==> src/rtl/profile_seq.sv <==
// profile_seq: descriptor sequencer that writes profile_gen parameters and paces acc_step strobes.
// Optional build macro PSEQ_CLEAR_ON_IDLE_EN adds a CLEAR pass writing zeros before returning to IDLE.
module profile_seq #(
   parameter logic [7:0] ADDR0 = 8'h00,
   parameter logic [7:0] ADDR1 = 8'h03,
   parameter logic [7:0] ADDR2 = 8'h04,
   parameter logic [7:0] ADDR3 = 8'h05
) (
   input  logic        clk,
   input  logic        rst_n,
   input  logic        seg_valid,
   output logic        seg_ready,
   input  logic [31:0] seg_p0,
   input  logic [31:0] seg_p1,
   input  logic [31:0] seg_p2,
   input  logic [31:0] seg_p3,
   input  logic [15:0] seg_period,
   input  logic [31:0] seg_dur,
   input  logic        abort,
   output logic [7:0]  param_addr,
   output logic [31:0] param_in,
   output logic        param_write_lo,
   output logic        param_write_hi,
   output logic        acc_step,
   output logic        busy,
   output logic        seg_done,
   output logic        underrun
);

`ifdef PSEQ_CLEAR_ON_IDLE_EN
   typedef enum logic [1:0] {S_IDLE, S_LOAD, S_RUN, S_CLEAR} state_t;
`else
   typedef enum logic [1:0] {S_IDLE, S_LOAD, S_RUN} state_t;
`endif

   typedef struct packed {
      logic [31:0] p0;
      logic [31:0] p1;
      logic [31:0] p2;
      logic [31:0] p3;
      logic [15:0] period;
      logic [31:0] dur;
   } desc_t;

   state_t      state, state_nx;
   desc_t       act_q, pend_q, seg_in;
   logic        pend_full;
   logic [2:0]  k_q;
   logic [15:0] pcnt_q;
   logic [15:0] per_eff;
   logic [31:0] step_q;
   logic        underrun_q;

   logic        accept, seq_last, seg_end, in_seq;
   logic        act_ld_in, act_ld_pend, pend_ld, pend_clr, ur_set, ur_clr;
   logic [7:0]  sel_addr;
   logic [31:0] sel_word;

   assign seg_in    = '{p0: seg_p0, p1: seg_p1, p2: seg_p2, p3: seg_p3,
                        period: seg_period, dur: seg_dur};
   assign seg_ready = !pend_full && !abort;
   assign accept    = seg_valid && seg_ready;
   assign seq_last  = (k_q == 3'd7);
   assign seg_end   = (state == S_RUN) && (step_q == act_q.dur);
   assign per_eff   = (act_q.period == 16'd0) ? 16'd1 : act_q.period;
   assign busy      = (state != S_IDLE);
   assign seg_done  = seg_end && !abort;
   assign acc_step  = (state == S_RUN) && (pcnt_q == 16'd0) && (step_q != act_q.dur);
   assign underrun  = underrun_q;

`ifdef PSEQ_CLEAR_ON_IDLE_EN
   assign in_seq = (state == S_LOAD) || (state == S_CLEAR);
`else
   assign in_seq = (state == S_LOAD);
`endif

   always_ff @(posedge clk or negedge rst_n) begin
      if (!rst_n) state <= S_IDLE;
      else        state <= state_nx;
   end

   always_comb begin
      state_nx    = state;
      act_ld_in   = 1'b0;
      act_ld_pend = 1'b0;
      pend_ld     = 1'b0;
      pend_clr    = 1'b0;
      ur_set      = 1'b0;
      ur_clr      = 1'b0;
      if (abort) begin
         state_nx = S_IDLE;
         pend_clr = 1'b1;
      end else begin
         case (state)
            S_IDLE: begin
               if (accept) begin
                  act_ld_in = 1'b1;
                  ur_clr    = 1'b1;
                  state_nx  = S_LOAD;
               end
            end
            S_LOAD: begin
               if (accept) pend_ld = 1'b1;
               if (seq_last) state_nx = S_RUN;
            end
            S_RUN: begin
               // A descriptor arriving exactly at segment end bypasses pending.
               if (seg_end) begin
                  if (pend_full) begin
                     act_ld_pend = 1'b1;
                     pend_clr    = 1'b1;
                     state_nx    = S_LOAD;
                  end else if (accept) begin
                     act_ld_in = 1'b1;
                     state_nx  = S_LOAD;
                  end else begin
                     ur_set = 1'b1;
`ifdef PSEQ_CLEAR_ON_IDLE_EN
                     state_nx = S_CLEAR;
`else
                     state_nx = S_IDLE;
`endif
                  end
               end else if (accept) begin
                  pend_ld = 1'b1;
               end
            end
`ifdef PSEQ_CLEAR_ON_IDLE_EN
            S_CLEAR: begin
               if (seq_last) begin
                  if (pend_full) begin
                     act_ld_pend = 1'b1;
                     pend_clr    = 1'b1;
                     state_nx    = S_LOAD;
                  end else if (accept) begin
                     act_ld_in = 1'b1;
                     state_nx  = S_LOAD;
                  end else begin
                     state_nx = S_IDLE;
                  end
               end else if (accept) begin
                  pend_ld = 1'b1;
               end
            end
`endif
            default: state_nx = S_IDLE;
         endcase
      end
   end

   always_ff @(posedge clk or negedge rst_n) begin
      if (!rst_n) begin
         act_q      <= '0;
         pend_q     <= '0;
         pend_full  <= 1'b0;
         underrun_q <= 1'b0;
         k_q        <= '0;
         pcnt_q     <= '0;
         step_q     <= '0;
      end else begin
         if (act_ld_in)        act_q <= seg_in;
         else if (act_ld_pend) act_q <= pend_q;

         if (pend_clr) begin
            pend_full <= 1'b0;
         end else if (pend_ld) begin
            pend_q    <= seg_in;
            pend_full <= 1'b1;
         end

         if (ur_clr)      underrun_q <= 1'b0;
         else if (ur_set) underrun_q <= 1'b1;

         k_q <= in_seq ? k_q + 3'd1 : '0;

         // Counter preloads outside RUN so the first strobe lands period cycles after entry.
         if (state != S_RUN)       pcnt_q <= per_eff;
         else if (pcnt_q == 16'd0) pcnt_q <= per_eff - 16'd1;
         else                      pcnt_q <= pcnt_q - 16'd1;

         if (state != S_RUN) step_q <= '0;
         else if (acc_step)  step_q <= step_q + 32'd1;
      end
   end

   always_comb begin
      sel_addr = ADDR0;
      sel_word = act_q.p0;
      case (k_q[2:1])
         2'd0: begin sel_addr = ADDR0; sel_word = act_q.p0; end
         2'd1: begin sel_addr = ADDR1; sel_word = act_q.p1; end
         2'd2: begin sel_addr = ADDR2; sel_word = act_q.p2; end
         default: begin sel_addr = ADDR3; sel_word = act_q.p3; end
      endcase
   end

   always_comb begin
      param_addr     = '0;
      param_in       = '0;
      param_write_lo = 1'b0;
      param_write_hi = 1'b0;
      if (in_seq) begin
         param_addr     = sel_addr;
         param_write_lo = !k_q[0];
         param_write_hi = k_q[0];
         if (state == S_LOAD) param_in = k_q[0] ? {32{sel_word[31]}} : sel_word;
      end
   end

endmodule

==> config.mk <==
export PLATFORM = sky130hd
export DESIGN_NAME = profile_seq
export DESIGN_NICKNAME = d
export VERILOG_FILES = /design/src/rtl/profile_seq.sv
export SDC_FILE = /design/constraint.sdc
export NUM_CORES = 1
export LEC_CHECK = 0
export BUFFER_PORTS_ARGS = -buffer_cell sky130_fd_sc_hd__buf_2
export CORE_MARGIN = 1.5
export CORE_UTILIZATION = 38
export DETAILED_ROUTE_END_ITERATION = 10
export PLACE_DENSITY_LB_ADDON = 0.25
export SYNTH_ARGS = -nofsm -noshare
export SYNTH_HDL_FRONTEND = slang
export SYNTH_SLANG_ARGS = --single-unit
==> constraint.sdc <==
create_clock -name clk -period 4.1 [get_ports clk]
set_input_delay 0.205 -clock clk [delete_from_list [all_inputs] [get_ports clk]]
set_output_delay 0.205 -clock clk [all_outputs]
set_load 0.03 [all_outputs]
==> impl_metrics.toml, run 1 <==
[drt]
viasPerCell = 5.14
route.detailed.drc = 0
vias = 13600
final_antenna_net_count = 0
drt_iter0_markers = 615
first_pass_iters = 5
wl_per_cell_um = 19.5
routed_wl_um = 51400

[clock_network]
cts-root-buf = "clkbuf_16"
cts_sinks = 407
clkTransAtPathRegs_ps = 60
htreeDepth = 2
cts_tree = "yes"
clock_path_buffers = 3
worst_skew_pair.late_latency_ps = 590
cts_inserted_buffers = 48

[setup_path]
path_cells = "xor2_1 -> nor4_1 -> nand4_1 -> nor3_2 -> o21bai_4 -> buf_12 -> mux2_1"
critPathMaxStageDelay_ps = 640
end_kind = "flip-flop"
reg2reg_slack_ps = 450
path_max_fanout = 119
slowest_stage = "nor3_2"
path_class = "reg -> reg"
arrival_ps = 4110
required_ps = 4560
path_delay_family = "simple AND/OR/NAND/NOR gates"
startpoint_type = "flip-flop"
crit_buf_inv = 1

[run]
max_cap_viol_count = 0

[die]
die-area_mm2 = 0.0544
core_region_area_mm2 = 0.0524
die_h_um = 233
start_util = 0.384
std_cell_rows = 84
die_w_um = 233
pin_count = 227

[final_layout]
drive_above_1_share = 0.233
fin_util = 0.482
synthToLayoutAreaGrowth_pct = 25.3
nNetsFinal = 2097

[synthesis]
syn-cell-area_mm2 = 0.0202
ys_seq_elements = 407
ys_warn_count = 0
avgSynthCellArea_um2 = 13.2
synth_edf_count = 0
ys_async_sr_fraction = 1.00
seq_area_frac_synth = 0.505
syn_inst = 1522
synth_cell_types = 60
synth_flop_cell = "dfrtp_1"

[placed_design]
place_congestion = 0.899
dp_hpwl_um = 33500
io_buffers = 221

[pwr]
p_clk_frac = 0.275
totalPowerFinal_mw = 15.0
p_per_area_mw_per_mm2 = 593
internal-power_mw = 10.2
power.leakage_nw = 11.3
vdd_drop_max_uv = 414
p_seq_frac = 0.434
power.share.combinational = 0.291
power.switching_mw = 4.75
swShare = 0.317

[sta]
max_freq_mhz = 274
tightestPinTransition_ps = 924
finalClockSkew_ps = 30.4
finalCritPeriodShare = 0.889
maxSlewViolCount = 0
finalSetupViolCount = 0
rsz0062_at_grt = "no"
hold_viol_final = 0
period_needed_ps = 3650
max-slew-margin-rel = 0.384
fin_setup_tns_ps = 0

[hold_path]
hold_class = "in -> async"

[grt]
track_usage = 0.193
antenna_found_initial = 14
grt_pass1_vias = 14500
grt_first_pass_wirelength_um = 81900
grt_start_max_net_pins = 120
grt-ovfl-total = 0

[status]
outcome = "finished, final reports clean"
-- synthesized netlist by cell type (4+ instances only) --
library cell  number  area share
or4_1              7      0.0026
o21a_1             7      0.0026
o21ai_0           25      0.0062
and2_1            11      0.0034
mux4_2            32       0.036
a22o_1             4      0.0017
nand4_1            9      0.0028
dfrtp_1          407        0.51
buf_6              5      0.0028
buf_2             20      0.0050
ha_1               9      0.0056
a21oi_1           26      0.0065
mux2_2            84       0.047
mux2_1           445        0.25
o31ai_1            9      0.0034
xor2_1            34       0.015
mux2i_1           16      0.0079
nand2b_1           6      0.0019
nor2_1            90       0.017
o211ai_1           8      0.0030
or3_1             10      0.0031
nor3_1            16      0.0040
and3_1             4      0.0012
nand3_1           27      0.0067
buf_4             43       0.016
buf_1              5     0.00093
a31oi_1            4      0.0012
clkbuf_1          26      0.0048
nor4_1            18      0.0056
inv_1             18      0.0034
a21o_1             4      0.0015
nand2_1           50      0.0093
-- metrics by stage --
step	area [um2]	hold WS [ps]	cells	worst slack, ps
after global placement	21900	321	2367	506
after detailed placement	21900	326	2367	442
after floorplan	20200	-90.6	1526	992
final	25300	255	2640	453
after CTS	25200	281	2631	416
after global routing	25300	330	2640	236
-- state kept, by name, indices dropped and copies added, names as in the netlist --
name / flops
pcnt_q: 16
act_q: 176
pend_q: 176
step_q: 32
underrun: 1
pend_full: 1
k_q: 3
state: 2
-- power by group through the flow --
stage | registers, mW | logic [mW] | clock network (mW)
4_1_cts | 6.52 | 4.45 | 4.25
3_5_place_dp | 6.59 | 4.29 | 0
5_1_grt | 6.71 | 4.84 | 4.43
6_report | 6.50 | 4.36 | 4.11
2_1_floorplan | 6.15 | 3.32 | 0
3_3_place_gp | 6.50 | 4.14 | 0
-- layer usage --
metal	GRT usage	vias up	part of all wire
met2	0.324	272	0.49
met5	0	-	0.0011
met4	0.0474	8	0.019
met1	0.248	6904	0.44
li1	-	6305	-
met3	0.0471	70	0.052
-- worst paths after layout --
check | start | endpoint | cells after the start
max | step_q[23]$_DFFE_PN0P_ | act_q[10]$_DFFE_PN0P_ | 7
min | rst_n | pend_q[15]$_DFFE_PN0P_ | 2
max reg2reg | step_q[23]$_DFFE_PN0P_ | act_q[10]$_DFFE_PN0P_ | 7
min reg2reg | pend_q[104]$_DFFE_PN0P_ | pend_q[104]$_DFFE_PN0P_ | 1
max in group asynchronous | rst_n | pend_q[111]$_DFFE_PN0P_ | 3
min in group clk | seg_dur[13] | act_q[13]$_DFFE_PN0P_ | 3
-- cells in the final DEF, fill, tap and decap left out, drive strengths merged, types with 8 or more instances in the layout --
| master | n |
|---|---|
| o31ai | 9 |
| nand4 | 9 |
| nand3 | 27 |
| mux2 | 529 |
| ha | 9 |
| nor4 | 20 |
| clkbuf | 72 |
| xor2 | 34 |
| mux2i | 16 |
| o21ai | 28 |
| buf | 252 |
| nand2 | 50 |
| dfrtp | 407 |
| dlygate4sd3 | 179 |
| mux4 | 32 |
| a21oi | 26 |
| o211ai | 8 |
| and2 | 11 |
| nor2 | 90 |
| diode | 9 |
| nor3 | 17 |
| inv | 19 |
| or3 | 10 |
-- logic make-up (layout without fill, tap and decap cells) --
group                    Yosys count  in the layout  share of synthesized area
AO/OA/AOI/OAI                    111            111                     0.0368
XOR/XNOR                          36             36                     0.0156
adder cells (fa/ha/maj)            9              9                    0.00559
other                              1             14                   0.000186
AND/OR/NAND/NOR                  264            264                     0.0644
multiplexers                     577            577                      0.339
buffers and inverters            117            534                     0.0329
flip-flops                       407            407                      0.505
-- final cells by class --
cell class	instances	area [um2]
Fill cell	4682	27200
Sequential cell	407	10200
Multi-Input combinational cell	1002	9360
Timing Repair Buffer	431	3240
Clock buffer	72	1390
Tap cell	688	861
Clock inverter	13	118
Inverter	18	67.6
Antenna cell	9	22.5
-- timing repair --
action,CTS,global route
hold buffers,179,0
buffers inserted,0,0
resized for setup,0,0
hold endpoints to repair,445,0
No activity file was read; power rests on OpenSTA's default activity.
==> run 2: changes to the inputs <==
CORE_ASPECT_RATIO = 0.5   (was default)
clock period = 2.99 ns   (was 4.1 ns; I/O delays follow)
==> run 2 against run 1 <==
  * Clock power increased by 31%
  * Cell area is 4.5% higher
  * Critical path depth grew 2
  * First-iteration DRC count up 28%
  * Wire length fell by 3.2%
  * Utilization up 2.4 points
  * Die area is 0.15% higher
  * Critical path type is now reg -> out
  * Highest routed layer is now met4
==> impl_metrics.toml, run 2 (synthesis gave the netlist of run 1 again) <==
[grt]
grt-busiest-layer = "met2"
antenna_found_initial = 3
grt.met3_usage = 0.0244
track_usage = 0.182
grt-ovfl-total = 0
grt_start_max_net_pins = 85
use_met2 = 0.316
grt_pass1_vias = 14300
grt_first_pass_wirelength_um = 79900
grt_use_met1 = 0.243

[hold_path]
hold_class = "in -> async"

[setup_path]
crit_top_cell = "buf_4"
path_delay_family = "buffers and inverters"
reg2reg_slack_ps = 140
path_max_fanout = 9
required_ps = 2840
critPathMaxStageDelay_ps = 390
slowest_stage = "dfrtp_1"
arrival_ps = 2710
path_class = "reg -> out"
path_cells = "xor2_1 -> nor4_2 -> buf_4 -> nand4_1 -> buf_6 -> buf_4 -> buf_4 -> nor4_1 -> buf_2"
startpoint_type = "flip-flop"
crit_buf_inv = 5
end_kind = "output pin"

[drt]
vias = 13700
drt_iter0_markers = 786
first_pass_iters = 5
routed_wl_um = 49700
final_antenna_net_count = 0
wl_per_cell_um = 18.2
route.detailed.drc = 0
viasPerCell = 5.01

[pwr]
p_per_area_mw_per_mm2 = 779
power.leakage_nw = 11.9
vdd_drop_max_uv = 413

[die]
std_cell_rows = 59
die-area_mm2 = 0.0545
die_w_um = 329
core_region_area_mm2 = 0.0522
die_h_um = 166
start_util = 0.386
pin_count = 227

[placed_design]
dp_slack_ps = -90.7
io_buffers = 221
dpl_cell_area_mm2 = 0.0229
place_congestion = 0.845
dp_hpwl_um = 33300
dp.cells = 2465

[final_layout]
synthToLayoutAreaGrowth_pct = 30.9
finalInstanceArea_mm2 = 0.0264
fillCellCount = 4515
mostFrequentLayoutCells = "mux2_1, dfrtp_1, buf_2"
final_cells = 2732
final-seq-area_mm2 = 0.0102
final_common_cell = "mux2_1"
reg.largest.list = "act_q x176, pend_q x176, step_q x32"
drive_above_1_share = 0.272
nNetsFinal = 2185
multi_input_comb_area_mm2 = 0.00943

[run]
max_cap_viol_count = 0

[clock_network]
cts_sinks = 407
cts_tree = "yes"
clock_path_buffers = 3
clkTransAtPathRegs_ps = 60
cts-root-buf = "clkbuf_16"
htreeDepth = 2
cts_inserted_buffers = 40
worst_skew_pair.late_latency_ps = 550

[sta]
finalCritPeriodShare = 0.956
fin_ws_ps = 130
tightestPinTransition_ps = 749
hold_viol_final = 0
finalSetupViolCount = 0
max-slew-margin-rel = 0.501
max_freq_mhz = 350
period_needed_ps = 2860
whs_ps = 222
maxSlewViolCount = 0
finalClockSkew_ps = 27.5

[status]
outcome = "finished, final reports clean"
==> run 2: where the power goes <==
group          total, mW  switching [mW]  internal [mW]
clock               5.38            2.21           3.16
sequential          8.77            1.20           7.57
combinational       6.42            3.01           3.41
total               20.6            6.42           14.1
==> run 2: area by class of cell <==
| class | count | area share |
|---|---|---|
| Multi-Input combinational cell | 1002 | 0.357 |
| Inverter | 18 | 0.00256 |
| Tap cell | 701 | 0.0332 |
| Antenna cell | 3 | 0.000284 |
| Sequential cell | 407 | 0.386 |
| Timing Repair Buffer | 527 | 0.168 |
| Clock inverter | 18 | 0.00858 |
| Clock buffer | 56 | 0.0441 |
==> run 2: what timing repair did <==
| item | 4_1_cts | 5_1_grt |
|---|---|---|
| setup endpoints to repair | 320 | 182 |
| cloned | 0 | 6 |
| setup buffers | 1 | 4 |
| hold endpoints to repair | 428 | 0 |
| gates resized for setup | 5 | 13 |
| hold buffers | 179 | 0 |
| pin swaps | 2 | 4 |
==> run 2: routing by layer <==
metal / share of wire / up-vias
met5: 0 / -
met4: 0.016 / 0
met3: 0.027 / 62
met2: 0.50 / 157
met1: 0.46 / 6990
li1: - / 6481
==> run 2: worst reg2reg max path: stages (launching register included) <==
cell and delay (ps):
dfrtp_1 390, xor2_1 180, nor4_2 340, buf_4 170
nand4_1 100, buf_6 160, buf_4 140, o21a_1 230
o2111ai_4 270, buf_12 190, buf_12 190, mux2_2 360
==> run 2: per-stage QoR <==
stage / total power, mW / TNS (ps) / util
after CTS: 20.8 / 0 / 0.501
after global placement: 15.0 / -7220 / 0.439
after detailed placement: 15.2 / -6140 / 0.439
after floorplan: 13.0 / 0 / -
after global routing: 21.9 / -36.1 / 0.506
final: 20.6 / 0 / 0.506
==> run 2: final timing paths <==
check	from	endpoint	cells past startpoint
min in group clk	seg_dur[5]	act_q[5]$_DFFE_PN0P_	3
max in group asynchronous	rst_n	step_q[13]$_DFFE_PN0P_	3
max	act_q[7]$_DFFE_PN0P_	seg_done	9
min	rst_n	act_q[98]$_DFFE_PN0P_	2
max reg2reg	act_q[7]$_DFFE_PN0P_	pend_q[34]$_DFFE_PN0P_	11
min reg2reg	pend_q[62]$_DFFE_PN0P_	pend_q[62]$_DFFE_PN0P_	1
==> run 3: changes to the inputs <==
CELL_PAD_IN_SITES_DETAIL_PLACEMENT = 1   (was default)
CELL_PAD_IN_SITES_GLOBAL_PLACEMENT = 2   (was default)
CORE_UTILIZATION = 37   (was 38)
==> run 3 against run 2 <==
  * Cell count up 0.37%
  * Cell area about the same
  * Maximum frequency down 2.7%
  * Utilization down 1.5 points
  * Count of clock-buffer cells in the layout down 2
  * Worst hold slack better by 13 ps
  * Non-clock buffer count unchanged
  * First-iteration DRC count down 24%
  * Critical path depth up 1
  * Register-to-register slack worse by 90 ps
  * Sequential cell count unchanged
  * Sequential power up 1%
  * Critical path type is now reg -> reg
  * Largest power group unchanged
  * Highest routed layer unchanged
==> impl_metrics.toml, run 3 (synthesis gave the netlist of run 1 again) <==
[die]
core_region_area_mm2 = 0.0538
pin_count = 227
die-area_mm2 = 0.0560
die_h_um = 168
std_cell_rows = 60
die_w_um = 333
start_util = 0.375

[setup_path]
cp-startpoint = "step_q[13]$_DFFE_PN0P_"
critPathCapture = "act_q[44]$_DFFE_PN0P_"
path_class = "reg -> reg"
startpoint_type = "flip-flop"
r2r_end = "act_q[44]$_DFFE_PN0P_"
timing.rr.start = "step_q[13]$_DFFE_PN0P_"
rr_worst_depth = 10
arrival_ps = 3380
required_ps = 3430
reg2reg_slack_ps = 50
path_max_fanout = 10
end_kind = "flip-flop"

[drt]
first_pass_iters = 5
wl_per_cell_um = 21.1
final_antenna_net_count = 0
viasPerCell = 5.20
drt_iter0_markers = 599
vias = 14200
routed_wl_um = 58000
route.detailed.drc = 0

[final_layout]
fin_util = 0.491
mostFrequentLayoutCells = "mux2_1, dfrtp_1, buf_2"
reg.largest.list = "act_q x176, pend_q x176, step_q x32"
drive_above_1_share = 0.277
final_common_cell = "mux2_1"
synthToLayoutAreaGrowth_pct = 30.9
fillCellCount = 5542
nNetsFinal = 2187
final_cells = 2742
finalInstanceArea_mm2 = 0.0264

[sta]
finalCritPeriodShare = 0.983
fin_setup_tns_ps = 0
rsz0062_at_grt = "yes"
maxSlewViolCount = 0
max_freq_mhz = 340
max-slew-margin-rel = 0.434
finalClockSkew_ps = 18.1
hold_viol_final = 0
whs_ps = 235
fin_ws_ps = 50.4
period_needed_ps = 2940
finalSetupViolCount = 0
tightestPinTransition_ps = 850

[clock_network]
clock_path_buffers = 3
cts-root-buf = "clkbuf_16"
clkTransAtPathRegs_ps = 70
worst_skew_pair.late_latency_ps = 560
htreeDepth = 2
cts_sinks = 407
cts_tree = "yes"
cts_inserted_buffers = 41

[grt]
grt-busiest-layer = "met2"
grt_use_met1 = 0.257
antenna_found_initial = 1
track_usage = 0.204
use_met2 = 0.369
grt_first_pass_wirelength_um = 90200
grt_start_max_net_pins = 101
grt.met3_usage = 0.0287
grt_pass1_vias = 16000
grt-ovfl-total = 0

[placed_design]
dp_hpwl_um = 38200
dp_slack_ps = -116
io_buffers = 221
dpl_cell_area_mm2 = 0.0227
dp.cells = 2467
place_congestion = 0.828

[status]
outcome = "finished, final reports clean"

[pwr]
p_per_area_mw_per_mm2 = 793
power.leakage_nw = 11.9
totalPowerFinal_mw = 20.9
vdd_drop_max_uv = 348

[run]
max_cap_viol_count = 0

[hold_path]
hold_class = "in -> async"
run 3: where the power goes:
group	internal (mW)	switching (mW)	total [mW]
clock	3.03	2.30	5.33
sequential	7.57	1.30	8.87
combinational	3.46	3.27	6.73
run 3: critical path: stages, from the launching register on:
cell and delay [ps]:
dfrtp_2 430, xor2_1 160, nor4_2 360, nand4_1 200
buf_6 180, nor4_4 260, buf_6 200, clkbuf_16 210
clkbuf_16 180, mux2_1 330, mux2_1 300
run 3: worst min path at each step:
stage,to,slack [ps]
2_1_floorplan,act_q[0]$_DFFE_PN0P_,-150
3_3_place_gp,pend_q[130]$_DFFE_PN0P_,260
3_5_place_dp,pend_q[130]$_DFFE_PN0P_,280
4_1_cts,pend_q[130]$_DFFE_PN0P_,260
5_1_grt,pend_q[129]$_DFFE_PN0P_,290
6_report,pend_q[129]$_DFFE_PN0P_,240
run 3: area by class of cell:
| type | count | area, um2 | area share |
|---|---|---|---|
| repair buffers | 527 | 4410 | 0.167 |
| well taps | 713 | 892 | 0.0338 |
| flip-flops and latches | 407 | 10200 | 0.386 |
| multi-input cells | 1003 | 9470 | 0.359 |
| clock inverters | 19 | 216 | 0.00820 |
| clock buffers | 54 | 1130 | 0.0430 |
| inverters | 18 | 67.6 | 0.00256 |
| diodes | 1 | 2.50 | 0.0000948 |
run 3: per-layer routing:
| metal | wire length (um) | up-vias |
|---|---|---|
| met1 | 25300 | 7528 |
| met4 | 1070 | 0 |
| met5 | 0 | - |
| met3 | 1440 | 78 |
| met2 | 30100 | 175 |
| li1 | - | 6467 |
run 3: what timing repair did:
action	in CTS	in global routing
endpoints found under the hold margin	445	0
hold buffers	179	0
cloned	1	12
pin swaps	1	3
setup buffers	4	6
endpoints found under the setup margin	198	178
gates resized for setup	7	30
